==> config.mk <==
export PLATFORM = sky130hd
export DESIGN_NAME = mem_req_scheduler
export DESIGN_NICKNAME = d
export VERILOG_FILES = /design/src/rtl/mem_req_scheduler.sv
export SDC_FILE = /design/constraint.sdc
export NUM_CORES = 2
export LEC_CHECK = 0
export CORE_AREA = 4 4 541 543
export DETAILED_ROUTE_END_ITERATION = 6
export DIE_AREA = 0 0 545 547
export DONT_BUFFER_PORTS = 1
export REMOVE_ABC_BUFFERS = 1
export SETUP_SLACK_MARGIN = 0.5
export SLEW_MARGIN = 10
export SYNTH_ARGS = -nofsm -noshare
export SYNTH_HDL_FRONTEND = slang
export SYNTH_SLANG_ARGS = --single-unit
==> constraint.sdc <==
create_clock -name clk -period 27 [get_ports clk]
set_input_delay 5.4 -clock clk [delete_from_list [all_inputs] [get_ports clk]]
set_output_delay 5.4 -clock clk [all_outputs]
set_load 0.01 [all_outputs]
==> src/rtl/mem_req_scheduler.sv <==
// mem_req_scheduler: shares one L2 port between icache line fills and dcache
// fills/write-backs. One transaction is in flight at a time. The dcache wins
// ties, but an icache request is granted after at most STARVE_MAX dcache grants.
module mem_req_scheduler #(
   parameter int STARVE_MAX = 4
) (
   input  logic         clk,
   input  logic         rst,
   input  logic         i_read,
   input  logic [31:0]  i_address,
   output logic         i_resp,
   output logic [255:0] i_rdata,
   input  logic         d_read,
   input  logic         d_write,
   input  logic [31:0]  d_address,
   input  logic [255:0] d_wdata,
   output logic         d_resp,
   output logic [255:0] d_rdata,
   output logic         l2_read,
   output logic         l2_write,
   output logic [31:0]  l2_address,
   output logic [255:0] l2_wdata,
   input  logic         l2_resp,
   input  logic [255:0] l2_rdata
);

   typedef enum logic [2:0] {IDLE, BUSY_I, BUSY_D, DONE_I, DONE_D} state_t;

   localparam logic [3:0] STARVE_LIM = 4'(STARVE_MAX);

   state_t     state;
   logic [3:0] starve_cnt;
   logic       d_want;
   logic       grant_i;
   logic       grant_d;

   // Arbitration, evaluated only in IDLE: dcache wins a tie unless icache has starved
   always_comb begin
      d_want  = d_read | d_write;
      grant_i = 1'b0;
      grant_d = 1'b0;
      if (state == IDLE) begin
         grant_i = i_read & (~d_want | (starve_cnt == STARVE_LIM));
         grant_d = d_want & ~grant_i;
      end
   end

   // Scheduler FSM: fairness counter, captured L2 request and registered responses
   always_ff @(posedge clk or posedge rst) begin
      if (rst) begin
         state      <= IDLE;
         starve_cnt <= 4'd0;
         l2_read    <= 1'b0;
         l2_write   <= 1'b0;
         l2_address <= 32'd0;
         l2_wdata   <= 256'd0;
         i_resp     <= 1'b0;
         d_resp     <= 1'b0;
         i_rdata    <= 256'd0;
         d_rdata    <= 256'd0;
      end else begin
         // completion pulses last exactly one cycle
         i_resp <= 1'b0;
         d_resp <= 1'b0;
         case (state)
            IDLE: begin
               if (grant_i) begin
                  state      <= BUSY_I;
                  l2_read    <= 1'b1;
                  l2_write   <= 1'b0;
                  l2_address <= i_address;
                  starve_cnt <= 4'd0;
               end else if (grant_d) begin
                  // a simultaneous read and write is served as the write-back
                  state      <= BUSY_D;
                  l2_read    <= ~d_write;
                  l2_write   <= d_write;
                  l2_address <= d_address;
                  l2_wdata   <= d_wdata;
                  if (!i_read) begin
                     starve_cnt <= 4'd0;
                  end else if (starve_cnt != STARVE_LIM) begin
                     starve_cnt <= starve_cnt + 4'd1;
                  end
               end
            end
            BUSY_I: begin
               if (l2_resp) begin
                  state   <= DONE_I;
                  l2_read <= 1'b0;
                  i_rdata <= l2_rdata;
                  i_resp  <= 1'b1;
               end
            end
            BUSY_D: begin
               if (l2_resp) begin
                  state    <= DONE_D;
                  l2_read  <= 1'b0;
                  l2_write <= 1'b0;
                  // a write-back returns no data, so the last fill line is kept
                  if (!l2_write) begin
                     d_rdata <= l2_rdata;
                  end
                  d_resp   <= 1'b1;
               end
            end
            DONE_I, DONE_D: begin
               state <= IDLE;
            end
            default: begin
               state <= IDLE;
            end
         endcase
      end
   end

endmodule

# Word-level counts from Yosys, hierarchy flattened
# Index checks and enable logic that the tools add are counted.
# word_totals
reg_bits	811
# op_classes
n_reduce_logical	13
muxes	23
eq_ne	9
n_bitwise	9
n_addsub	1
# op_table
op	n
two-way mux 32 bit	2
AND reduction 3 bit	6
two-way mux 4 bit	4
two-way mux 3 bit	4
two-way mux 1 bit	10
one-hot mux 3 bit (3 select lines)	1
nonzero test 2 bit	3
inverter 1 bit	5
adder 4 x 1 -> 4 bit, second input constant	1
== test 4 x 3 -> 1 bit, second input constant	1
!= test 2 bit, second input constant	2
!= test 4 x 3 -> 1 bit, second input constant	1
one-hot mux 1 bit (2 select lines)	2
AND reduction 2 bit	2
== test 3 x 1 -> 1 bit, second input constant	1
== test 3 x 2 -> 1 bit, second input constant	1
logical NOT 3 bit	1
!= test 3 x 1 -> 1 bit, second input constant	1
!= test 3 bit, second input constant	1
bitwise AND 1 bit	2
!= test 2 x 1 -> 1 bit, second input constant	1
bitwise OR 1 bit	2
OR reduction 2 bit	1

# Longest topological paths before layout
# logic_depth
ltp_word	10
ltp_mapped	9
depth_no_buf	6

# Least setup slack after synthesis
# OpenSTA, ideal clock, no wires.
# synth_path
path_kind	input -> register
from	input l2_resp
to	register d_rdata[224]
path_stages	6
required_time_ns	26.875
setup_time_ns	0.125
arrival_ns	6.699
slack_ns	20.176
cell_sequence	nand2_1 or3_1 nor2_2 buf_2 buf_2 mux2_2
# synth_via
elab_chain_len	1
# synth_lines
element	line	rtl
start, declared	23	input logic l2_resp,
AND reduction 3 bit (no source line)	-	
end signal, assigned	102	d_rdata <= l2_rdata;
end, declared	18	output logic [255:0] d_rdata,
# No other way between the ends.
# A chain may end at the register's enable or synchronous reset.

==> qor.yml <==
antenna_left: 0
critPathArrivalTime_ns: 10.22
wire_per_inst_um: 32.64
drt-pass1-iter-count: 5
drcViolationCount: 0
cts_tree: "yes"
fin_setup_tns_ns: 0
dieArea_um2: 298100
clock_skew_ns: 0.07230
cts_buffer_depth: 4
crit_fanout: 89
cts.root.buffer_cell: "clkbuf_16"
whs_ns: 0.5205
drv_slew: 0
via_per_inst: 3.056
hold_path_end: "starve_cnt[3]$_DFFE_PP0P_"
syn2layout_area_growth_pct: 24.80
min_path_type: "reg -> reg"
ios: 1386
holdPathStages: 1
fin_crit_ns: 9.469
synth-xor-area-share_pct: 0
synth_largest_area_cell: "dfrtp_1"
drive_gt1_share_pct: 44.56
final_nets: 2464
synth_simple_gate_area_share_pct: 1.227
slew_headroom_pct: 23.12
io_buffers: 0
grt-ovfl-total: 0
ys_ff_latch: 811
r2r_start: "starve_cnt[1]$_DFFE_PP0P_"
ys_warn_count: 0
sequentialPowerShare_pct: 54.9
run_status: "completed"
crit_type: "in -> async"
cts_hold_buf: 0
postCtsSetupRepairBufs: 0
synth-main-ff-cell: "dfrtp_1"
multi_input_area_um2: 10250
power_density_nw_per_um2: 136.1
syn_inst: 1852
synth_top_area_share_pct: 65.02
power.share.clock_pct: 25.1
ys_seq_area_share_pct: 65.02
grt_max_degree: 90
clock_latency_ns: 0.82
gp_congestion: 0.9020
reg2reg_to: "l2_wdata[50]$_DFFE_PP0P_"
cts_buffers: 96
via_count: 17820
finalSetupViolCount: 0
cts_sinks: 811
synth_compound_area_share_pct: 1.355
hold_violations: 0
reg2reg_slack_ns: 22.42
synthAdderAreaFrac_pct: 0.08017
synth_top_family_by_area: "multiplexers"
comb_power_share_pct: 20.0
synth.avg_cell_area_um2: 16.85
internal_power_mw: 3.250
stdcell_count: 5831
grt_pass1_vias: 17590
cts.clk_slew.worst_paths_ns: 0.06
async_reset_ff_share_pct: 100.0
stdcell_area_um2: 38950
grt.total_usage_pct: 12.07
syn-cell-area_um2: 31210
h-tree-depth: 3
cp-start-kind: "input port"
end_kind: "asynchronous set/reset pin"
rsz0062_at_grt: "false"
swShare_pct: 38.72
critPathRequiredTime_ns: 27.75
peakVddDrop_v: 0.0001201
regArea_um2: 20290
hold_start: "starve_cnt[3]$_DFFE_PP0P_"
placed_cell_area_um2: 35530
period_share_pct: 35.07
placedCellCount: 5563
drt-total-wl_mm: 190.3
first_iter_violations: 1372
post_cts_resized: 0
tightest_slew_ns: 1.153
grt_antenna_before_repair: 266
synth_mux_area_share_pct: 30.11
core_area_um2: 287700
ys_types: 36
fill_cells: 31920
reg2reg_depth: 8
initial_core_util_pct: 10.85
dpl.hpwl_mm: 166.1
num_rows: 197
drv_cap: 0
die-width_um: 545
die_h_um: 547
grt_first_pass_wirelength_mm: 227.1
synth.area.top_cells: "dfrtp_1 (65%), mux2_2 (17%), mux2_4 (9.6%)"
leakagePower_nw: 16.07
max_freq_mhz: 105.6
synth-edff-count: 0
p_sw_mw: 2.054
==> area by class of cell <==
class	count	share of cell area, %
flip-flops and latches	811	52.10
multi-input cells	936	26.31
well taps	3781	12.14
clock buffers	132	7.086
clock inverters	36	1.057
diodes	100	0.6424
repair buffers	29	0.5910
inverters	6	0.07709
==> cell usage after synthesis (6+ instances only) <==
library cell / number
a21oi_1: 65
buf_2: 44
buf_4: 10
buf_6: 27
clkbuf_1: 17
dfrtp_1: 811
inv_1: 6
mux2_1: 86
mux2_2: 482
mux2_4: 200
nand2_1: 35
nor2_1: 35
==> logic make-up (layout without fill, tap and decap cells) <==
kind of cell,Yosys count,count (layout)
AO/OA/AOI/OAI,78,78
adder cells (fa/ha/maj),2,2
buffers and inverters,105,203
flip-flops,811,811
multiplexers,768,768
other,0,100
AND/OR/NAND/NOR,88,88
==> per-layer routing <==
layer  GRT usage [%]  share of wire, %
met2           18.01                41
met5               0              0.95
met1           10.02                28
met4           4.273               4.5
met3           13.94                25
==> worst max path at each step <==
stage               startpoint                        to  slack (ns)  depth (start not counted)
global route               rst   d_rdata[44]$_DFFE_PP0P_       16.83                          7
finish                     rst  i_rdata[101]$_DFFE_PP0P_       17.53                          7
detailed placement         rst  i_rdata[102]$_DFFE_PP0P_       16.59                          7
CTS                        rst   d_rdata[25]$_DFFE_PP0P_       17.47                          7
floorplan                  rst    d_rdata[0]$_DFFE_PP0P_       -1.18                          1
global placement           rst  i_rdata[101]$_DFFE_PP0P_       16.85                          7
==> critical path: stages <==
cell	delay (ns)
inv_8	0.38
buf_4	0.63
buf_4	0.70
buf_4	0.53
buf_4	0.68
buf_4	0.71
buf_4	0.83
==> flip-flops by register name, indices dropped and copies added, names as in the netlist <==
register    cells
d_rdata       256
i_rdata       256
l2_wdata      256
l2_address     32
starve_cnt      4
state           3
d_resp          1
i_resp          1
l2_read         1
l2_write        1
==> placed cells by master, fill, tap and decap left out, types with 3 or more instances in the layout <==
cell / Yosys / layout
nand2b_1: 3 / 3
clkbuf_1: 17 / 16
o21ai_0: 4 / 4
inv_6: 0 / 6
bufinv_16: 0 / 6
mux2_4: 200 / 200
clkbuf_16: 0 / 98
mux2_1: 86 / 86
dfrtp_1: 811 / 811
clkbuf_8: 0 / 18
nand3_1: 3 / 3
clkinv_2: 0 / 12
mux2_2: 482 / 482
inv_1: 6 / 5
a21oi_1: 65 / 65
buf_4: 10 / 28
clkinvlp_4: 0 / 6
nor2_1: 35 / 35
diode_2: 0 / 100
nand2_1: 35 / 35
clkinv_4: 0 / 3
==> power groups by stage <==
| stage | clock, mW | sequential (mW) | combinational, mW |
|---|---|---|---|
| floorplan | 0 | 2.38 | 1.11 |
| global placement | 0 | 2.97 | 1.02 |
| detailed placement | 0 | 2.98 | 1.07 |
| CTS | 1.38 | 2.96 | 1.07 |
| global route | 1.43 | 3.00 | 1.15 |
| finish | 1.33 | 2.91 | 1.06 |
==> through the flow <==
stage               worst slack, ns  total power, mW  util, %
finish                        17.53            5.304    13.54
global route                  16.83            5.573    13.49
CTS                           17.47            5.414    13.46
detailed placement            16.59            4.042    12.35
global placement              16.85            3.993    12.35
floorplan                    -1.177            3.495        -
Note: power is estimated with default switching activity, not from simulation.
